--- src/rtl/sequenciador_execucao_if.sv ---
`default_nettype none
// ============================================================================
// Module      : sequenciador_execucao_if
// Description : Qualifier / strobe / latch bundle between the control unit
//               (master) and the execution sequencer (slave).
// Revision    : 1.0 - initial release
// ============================================================================
interface sequenciador_execucao_if #(
    parameter int CNT_W = 32,
    parameter int IO_W  = 16
);
    // Qualifiers and data coming from the decoder / datapath
    logic             delay_req_i;
    logic             entrada_req_i;
    logic             saida_req_i;
    logic             muldiv_req_i;
    logic             esc_reg_req_i;
    logic             esc_mem_req_i;
    logic [CNT_W-1:0] delay_val_i;
    logic             confirma_i;
    logic [IO_W-1:0]  in_data_i;
    logic [IO_W-1:0]  out_src_i;
    logic             md_done_i;

    // Strobes, latches and status driven by the sequencer
    logic             ir_load_o;
    logic             pc_en_o;
    logic             reg_we_o;
    logic             mem_we_o;
    logic             md_start_o;
    logic [IO_W-1:0]  in_q_o;
    logic [IO_W-1:0]  out_q_o;
    logic             aguardando_o;
    logic             md_erro_o;
    logic [2:0]       estado_o;

    modport master (
        output delay_req_i, entrada_req_i, saida_req_i, muldiv_req_i,
               esc_reg_req_i, esc_mem_req_i, delay_val_i, confirma_i,
               in_data_i, out_src_i, md_done_i,
        input  ir_load_o, pc_en_o, reg_we_o, mem_we_o, md_start_o,
               in_q_o, out_q_o, aguardando_o, md_erro_o, estado_o
    );

    modport slave (
        input  delay_req_i, entrada_req_i, saida_req_i, muldiv_req_i,
               esc_reg_req_i, esc_mem_req_i, delay_val_i, confirma_i,
               in_data_i, out_src_i, md_done_i,
        output ir_load_o, pc_en_o, reg_we_o, mem_we_o, md_start_o,
               in_q_o, out_q_o, aguardando_o, md_erro_o, estado_o
    );
endinterface
`default_nettype wire

--- src/rtl/sequenciador_execucao.sv ---
`default_nettype none
// ============================================================================
// Module      : sequenciador_execucao
// Description : Multi-cycle execution sequencer. Fetch/commit strobes, timed
//               delay stall, user-confirmed input stall, mul/div stall with
//               timeout, and the input/output latches.
// Revision    : 1.0 - initial release
// ============================================================================
module sequenciador_execucao #(
    parameter int CNT_W      = 32,
    parameter int PRESCALE   = 50000,
    parameter int IO_W       = 16,
    parameter int MD_TIMEOUT = 64
) (
    input  wire logic               clk,
    input  wire logic               reset_n,
    sequenciador_execucao_if.slave  bus
);

    localparam int c_PRE_W = $clog2(PRESCALE + 1);
    localparam int c_TMO_W = $clog2(MD_TIMEOUT + 1);
    localparam logic [c_PRE_W-1:0] c_PRE_RELOAD = c_PRE_W'(PRESCALE - 1);
    localparam logic [c_TMO_W-1:0] c_TMO_LAST   = c_TMO_W'(MD_TIMEOUT - 1);

    typedef enum logic [2:0] {
        S_FETCH   = 3'd0,
        S_EXEC    = 3'd1,
        S_DELAY   = 3'd2,
        S_WAIT_IN = 3'd3,
        S_WAIT_MD = 3'd4
    } state_t;

    state_t             state_q, state_d;
    logic [CNT_W-1:0]   rem_q, rem_d;
    logic [c_PRE_W-1:0] pre_q, pre_d;
    logic [c_TMO_W-1:0] tmo_q, tmo_d;
    logic [2:0]         sync_q;
    logic [IO_W-1:0]    in_q, out_q;
    logic               md_erro_q;

    logic w_commit, w_ir_load, w_md_start, w_capture_in, w_set_err, w_edge;

    // Two synchronizer stages plus one history stage for edge detection
    assign w_edge = sync_q[1] & ~sync_q[2];

    // State, stall counters and confirm synchronizer
    always_ff @(posedge clk or negedge reset_n) begin
        if (!reset_n) begin
            state_q <= S_FETCH;
            rem_q   <= '0;
            pre_q   <= '0;
            tmo_q   <= '0;
            sync_q  <= '0;
        end else begin
            state_q <= state_d;
            rem_q   <= rem_d;
            pre_q   <= pre_d;
            tmo_q   <= tmo_d;
            sync_q  <= {sync_q[1:0], bus.confirma_i};
        end
    end

    // Next-state and strobe decode; every path that retires goes back to FETCH
    always_comb begin
        state_d      = state_q;
        rem_d        = rem_q;
        pre_d        = pre_q;
        tmo_d        = tmo_q;
        w_commit     = 1'b0;
        w_ir_load    = 1'b0;
        w_md_start   = 1'b0;
        w_capture_in = 1'b0;
        w_set_err    = 1'b0;
        case (state_q)
            S_FETCH: begin
                w_ir_load = 1'b1;
                state_d   = S_EXEC;
            end
            S_EXEC: begin
                if (bus.delay_req_i) begin
                    if (bus.delay_val_i == '0) begin
                        w_commit = 1'b1;
                    end else begin
                        rem_d   = bus.delay_val_i;
                        pre_d   = c_PRE_RELOAD;
                        state_d = S_DELAY;
                    end
                end else if (bus.entrada_req_i) begin
                    state_d = S_WAIT_IN;
                end else if (bus.muldiv_req_i) begin
                    w_md_start = 1'b1;
                    tmo_d      = '0;
                    state_d    = S_WAIT_MD;
                end else begin
                    w_commit = 1'b1;
                end
            end
            S_DELAY: begin
                if (pre_q == '0) begin
                    if (rem_q == CNT_W'(1)) begin
                        w_commit = 1'b1;
                    end else begin
                        rem_d = rem_q - CNT_W'(1);
                        pre_d = c_PRE_RELOAD;
                    end
                end else begin
                    pre_d = pre_q - c_PRE_W'(1);
                end
            end
            S_WAIT_IN: begin
                if (w_edge) begin
                    w_capture_in = 1'b1;
                    w_commit     = 1'b1;
                end
            end
            S_WAIT_MD: begin
                if (bus.md_done_i) begin
                    w_commit = 1'b1;
                end else if (tmo_q == c_TMO_LAST) begin
                    w_set_err = 1'b1;
                    w_commit  = 1'b1;
                end else begin
                    tmo_d = tmo_q + c_TMO_W'(1);
                end
            end
            default: state_d = S_FETCH;
        endcase
        if (w_commit) begin
            state_d = S_FETCH;
        end
    end

    // Input/output latches and the sticky mul/div timeout flag
    always_ff @(posedge clk or negedge reset_n) begin
        if (!reset_n) begin
            in_q      <= '0;
            out_q     <= '0;
            md_erro_q <= 1'b0;
        end else begin
            if (w_capture_in) begin
                in_q <= bus.in_data_i;
            end
            if (w_commit && bus.saida_req_i) begin
                out_q <= bus.out_src_i;
            end
            if (w_set_err) begin
                md_erro_q <= 1'b1;
            end
        end
    end

    // Strobes are masked while reset is held so FETCH does not pulse ir_load
    assign bus.ir_load_o    = w_ir_load  & reset_n;
    assign bus.pc_en_o      = w_commit   & reset_n;
    assign bus.reg_we_o     = w_commit   & bus.esc_reg_req_i & reset_n;
    assign bus.mem_we_o     = w_commit   & bus.esc_mem_req_i & reset_n;
    assign bus.md_start_o   = w_md_start & reset_n;
    assign bus.in_q_o       = in_q;
    assign bus.out_q_o      = out_q;
    assign bus.md_erro_o    = md_erro_q;
    assign bus.aguardando_o = (state_q == S_WAIT_IN);
    assign bus.estado_o     = state_q;

endmodule
`default_nettype wire
--- src/flat_wrapper.sv ---
// flat-port wrapper written by rule: the top's interface ports become plain ports
module sequenciador_execucao_flat 
#(
    parameter int CNT_W      = 32,
    parameter int PRESCALE   = 50000,
    parameter int IO_W       = 16,
    parameter int MD_TIMEOUT = 64
)
  (clk, reset_n, bus_delay_req_i, bus_entrada_req_i, bus_saida_req_i, bus_muldiv_req_i, bus_esc_reg_req_i, bus_esc_mem_req_i, bus_delay_val_i, bus_confirma_i, bus_in_data_i, bus_out_src_i, bus_md_done_i, bus_ir_load_o, bus_pc_en_o, bus_reg_we_o, bus_mem_we_o, bus_md_start_o, bus_in_q_o, bus_out_q_o, bus_aguardando_o, bus_md_erro_o, bus_estado_o);
  sequenciador_execucao_if #(.CNT_W(CNT_W), .IO_W(IO_W)) bus_i ();
  input  wire logic clk;
  input  wire logic reset_n;
  input wire logic [$bits(bus_i.delay_req_i)-1:0] bus_delay_req_i;
  input wire logic [$bits(bus_i.entrada_req_i)-1:0] bus_entrada_req_i;
  input wire logic [$bits(bus_i.saida_req_i)-1:0] bus_saida_req_i;
  input wire logic [$bits(bus_i.muldiv_req_i)-1:0] bus_muldiv_req_i;
  input wire logic [$bits(bus_i.esc_reg_req_i)-1:0] bus_esc_reg_req_i;
  input wire logic [$bits(bus_i.esc_mem_req_i)-1:0] bus_esc_mem_req_i;
  input wire logic [$bits(bus_i.delay_val_i)-1:0] bus_delay_val_i;
  input wire logic [$bits(bus_i.confirma_i)-1:0] bus_confirma_i;
  input wire logic [$bits(bus_i.in_data_i)-1:0] bus_in_data_i;
  input wire logic [$bits(bus_i.out_src_i)-1:0] bus_out_src_i;
  input wire logic [$bits(bus_i.md_done_i)-1:0] bus_md_done_i;
  output wire logic [$bits(bus_i.ir_load_o)-1:0] bus_ir_load_o;
  output wire logic [$bits(bus_i.pc_en_o)-1:0] bus_pc_en_o;
  output wire logic [$bits(bus_i.reg_we_o)-1:0] bus_reg_we_o;
  output wire logic [$bits(bus_i.mem_we_o)-1:0] bus_mem_we_o;
  output wire logic [$bits(bus_i.md_start_o)-1:0] bus_md_start_o;
  output wire logic [$bits(bus_i.in_q_o)-1:0] bus_in_q_o;
  output wire logic [$bits(bus_i.out_q_o)-1:0] bus_out_q_o;
  output wire logic [$bits(bus_i.aguardando_o)-1:0] bus_aguardando_o;
  output wire logic [$bits(bus_i.md_erro_o)-1:0] bus_md_erro_o;
  output wire logic [$bits(bus_i.estado_o)-1:0] bus_estado_o;
  assign bus_i.delay_req_i = bus_delay_req_i;
  assign bus_i.entrada_req_i = bus_entrada_req_i;
  assign bus_i.saida_req_i = bus_saida_req_i;
  assign bus_i.muldiv_req_i = bus_muldiv_req_i;
  assign bus_i.esc_reg_req_i = bus_esc_reg_req_i;
  assign bus_i.esc_mem_req_i = bus_esc_mem_req_i;
  assign bus_i.delay_val_i = bus_delay_val_i;
  assign bus_i.confirma_i = bus_confirma_i;
  assign bus_i.in_data_i = bus_in_data_i;
  assign bus_i.out_src_i = bus_out_src_i;
  assign bus_i.md_done_i = bus_md_done_i;
  assign bus_ir_load_o = bus_i.ir_load_o;
  assign bus_pc_en_o = bus_i.pc_en_o;
  assign bus_reg_we_o = bus_i.reg_we_o;
  assign bus_mem_we_o = bus_i.mem_we_o;
  assign bus_md_start_o = bus_i.md_start_o;
  assign bus_in_q_o = bus_i.in_q_o;
  assign bus_out_q_o = bus_i.out_q_o;
  assign bus_aguardando_o = bus_i.aguardando_o;
  assign bus_md_erro_o = bus_i.md_erro_o;
  assign bus_estado_o = bus_i.estado_o;
  sequenciador_execucao #(.CNT_W(CNT_W), .PRESCALE(PRESCALE), .IO_W(IO_W), .MD_TIMEOUT(MD_TIMEOUT)) u_core (.clk(clk), .reset_n(reset_n), .bus(bus_i));
endmodule
--- config.mk ---
export PLATFORM = sky130hd
export DESIGN_NAME = sequenciador_execucao_flat
export DESIGN_NICKNAME = d
export VERILOG_FILES = /design/src/rtl/sequenciador_execucao_if.sv /design/src/rtl/sequenciador_execucao.sv /design/src/flat_wrapper.sv
export SDC_FILE = /design/constraint.sdc
export NUM_CORES = 1
export LEC_CHECK = 0
export BUFFER_PORTS_ARGS = -buffer_cell sky130_fd_sc_hd__buf_2
export CORE_MARGIN = 2
export CORE_UTILIZATION = 42
export CTS_BUF_LIST = sky130_fd_sc_hd__clkbuf_4
export CTS_CLUSTER_DIAMETER = 100
export CTS_CLUSTER_SIZE = 40
export DETAILED_ROUTE_END_ITERATION = 7
export GPL_ROUTABILITY_DRIVEN = 0
export GPL_TIMING_DRIVEN = 0
export PLACE_DENSITY = 0.75
export SLEW_MARGIN = 20
export SYNTH_ARGS = -nofsm -noshare
export SYNTH_HDL_FRONTEND = slang
export SYNTH_SLANG_ARGS = --single-unit
export TNS_END_PERCENT = 30
--- constraint.sdc ---
create_clock -name clk -period 3.45 [get_ports clk]
set_clock_uncertainty 0.2 [all_clocks]
set_input_delay 0.5175 -clock clk [delete_from_list [all_inputs] [get_ports clk]]
set_output_delay 0.5175 -clock clk [all_outputs]
set_load 0.005 [all_outputs]
==> results.yml <==
outcome:
  outcome: "completed"
layout:
  fill_cells: 1037
  drive_gt1_share_pct: 34.56
  area_growth_pct: 22.80
  final_common_cell: "buf_2"
  nNetsFinal: 724
  layout_common_cells: "buf_2 (123), dfrtp_1 (93), nand2_1 (39)"
  n_antenna_cell: 0
  utilization_pct: 53.25
detailed_routing:
  viasPerCell: 6.118
  drtAntennaViolNets: 0
  drc: 0
  drtPass1Iterations: 5
  drt_iter0_drc: 353
  finalWirelength_mm: 14.24
  routedWlPerCell_microns: 17.93
  via_count: 4858
power_and_ir_drop:
  clock_power_share_pct: 12.9
  leakage_nw: 2.588
  power.switching_w: 0.001866
  power.density_nw_per_um2: 724.8
  ir_drop_mv: 0.4207
  finalPower_w: 0.004425
  p_int_w: 0.002560
  power.share.sequential_pct: 42.8
  p_sw_share_pct: 42.16
  combPwrFrac_pct: 44.3
grt:
  grt_pass1_vias: 4765
  grt_overflow: 0
  grt_max_degree: 57
  grt_pass1_wl_mm: 23.35
  grt_use_total_pct: 22.60
  antenna_found_initial: 0
yosys:
  yosys_register_bits: 94
  synth_edf_count: 0
  syn-cell-area_sq_um: 4972
  ys_warn_count: 0
  ys_async_sr_fraction_pct: 100.0
  avgSynthCellArea_sq_um: 9.788
  syn_inst: 508
  synth_ff_type: "dfrtp_1"
  ys_types: 55
  synth_fp_nets: 586
  yosysSeqAreaShare_pct: 47.31
die:
  row_count: 39
  die_w_microns: 112.8
  coreArea_sq_um: 11470
  start_util_pct: 43.36
  dieArea_sq_um: 12730
  die_h_microns: 112.8
  pin_count: 116
sta:
  period_needed_ns: 3.325
  rsz0062_at_grt: "yes"
  fmax_mhz: 300.7
  max-slew-margin-rel_pct: 26.87
  hold_viol: 0
  tightest_slew_ns: 1.087
  fin_setup_tns_ns: 0
  worst_slack_ns: 0.1247
  period_share_pct: 96.39
  slew_viol_final: 0
  finalSetupViolCount: 0
clocking:
  worstSkewPairLatency_ns: 0.48
  cts_sinks: 94
  cts-buffers-inserted: 9
  h-tree-depth: 3
  path_clk_slew_ns: 0.16
  cts_tree: "built"
  root_buffer: "clkbuf_4"
  cts_buffer_depth: 2
setup_path:
  crit_family: "simple AND/OR/NAND/NOR gates"
  worst_setup_path_end_kind: "primary output"
  worstPathRequired_ns: 2.73
  cp_max_fo: 5
  path_buf_inv: 2
  cp_slowest_cell: "or4_4"
  crit_chain: "or4_4, nor4_4, nand3_2, nor2_4, clkbuf_8, or2_4, and3_1, buf_2"
  cpPeakStageDelay_ns: 0.57
  arrival_ns: 2.61
  cp-start-kind: "flop"
  worstSetupPathType: "reg -> out"
placed_design:
  hpwl_mm: 9.991
  port_buffers: 115
  post-place-ws_ns: -0.2188
job:
  maxCapViolations: 0
min_path:
  hp-class: "in -> reg"
-- what timing repair did --
action	4_1_cts	5_1_grt
resized for setup	19	5
gates cloned	0	0
hold buffers	2	0
pin swaps	5	1
setup buffers	9	2
hold endpoints to repair	40	0
setup endpoints to repair	11	6
-- metal layers --
metal  global-route usage (%)  part of all wire, %  vias up
li1                         -                    -     2239
met1                    29.89                   41     2260
met2                    36.17                   46      326
met3                    4.285                   11       33
met4                    10.33                  2.5        0
met5                        0                    0        -
-- flip-flops by register name, indices dropped and copies added (netlist names) --
| signal | flops |
|---|---|
| u_core.tmo_q | 7 |
| u_core.bus.md_erro_o | 1 |
| u_core.sync_q | 3 |
| u_core.bus.out_q_o | 16 |
| u_core.rem_q | 32 |
| u_core.bus.estado_o | 3 |
| u_core.pre_q | 16 |
| u_core.bus.in_q_o | 16 |
-- power by group through the flow --
stage | Sequential (W) | Clock (W) | Combinational [W]
floorplan | 0.00184 | 0 | 0.00117
global placement | 0.00186 | 0 | 0.00177
detailed placement | 0.00189 | 0 | 0.00183
CTS | 0.00188 | 0.000586 | 0.00191
global route | 0.00196 | 0.000629 | 0.00216
finish | 0.00189 | 0.000569 | 0.00196
-- cells in the mapped netlist (all sizes together), types with 3 or more instances --
cell | count | area share [%]
nor2 | 31 | 2.3
nand4 | 8 | 1.0
a31oi | 16 | 2.0
a22oi | 6 | 0.91
inv | 11 | 0.83
nand3 | 34 | 3.4
buf | 9 | 0.91
o22ai | 7 | 1.0
o211ai | 4 | 0.60
or4 | 17 | 2.8
o21ai | 18 | 1.9
and3 | 4 | 0.50
a31o | 4 | 0.70
dfrtp | 94 | 47
or3 | 10 | 1.4
o41ai | 7 | 1.2
and3b | 3 | 0.53
clkbuf | 19 | 1.4
nand2 | 39 | 2.9
o2bb2ai | 13 | 2.3
a21oi | 28 | 2.8
ha | 4 | 1.0
nor4 | 19 | 2.4
a22o | 4 | 0.70
o31ai | 15 | 2.3
nor3 | 14 | 1.4
mux2 | 32 | 7.2
or2 | 7 | 0.88
-- worst reg2reg max path, stage by stage (launching register included) --
cell	delay [ns]
dfrtp_1	0.43
or4_1	0.64
nor4_1	0.87
nand3_1	0.34
o41ai_1	0.33
a31oi_1	0.13
a21oi_1	0.14
-- cell families after synthesis --
group | share of synthesized area [%]
flops | 47.31
buf+inv | 3.171
compound gates | 19.00
simple gates | 21.57
mux | 7.247
fa+ha+maj | 1.007
xor+xnor | 0.7047
-- path summary, 6_finish.rpt --
| kind | start | endpoint | slack [ns] | depth (start not counted) |
|---|---|---|---|---|
| worst min register to register | u_core.sync_q[0] | u_core.sync_q[1] | 0.18 | 0 |
| worst max-delay path | u_core.pre_q[7] | bus_mem_we_o | 0.12 | 8 |
| min in group asynchronous | reset_n | u_core.bus.in_q_o[14] | 0.29 | 2 |
| worst max register to register | u_core.rem_q[2] | u_core.rem_q[27] | 0.32 | 6 |
| worst min-delay path | bus_in_data_i[4] | u_core.bus.in_q_o[4] | 0.05 | 2 |
| max in group asynchronous | reset_n | u_core.rem_q[24] | 2.14 | 3 |
-- final cells by class --
class	instances	area (sq um)	area share [%]
well taps	143	178.9	2.930
repair buffers	129	711.9	11.66
multi-input cells	375	2576	42.19
clock buffers	9	67.56	1.107
flip-flops and latches	94	2354	38.55
clock inverters	7	57.56	0.9426
inverters	11	41.29	0.6762
plain buffers	26	118.9	1.947
-- through the flow --
step / hold slack [ns] / std cells / instance area [sq um]
after floorplan: 0.02191 / 508 / 4972
after global placement: 0.1332 / 766 / 5727
after detailed placement: 0.1451 / 767 / 5767
after CTS: 0.03299 / 793 / 6071
after global routing: 0.04284 / 794 / 6106
final: 0.05095 / 794 / 6106
No activity file was read; power rests on OpenSTA's default activity.
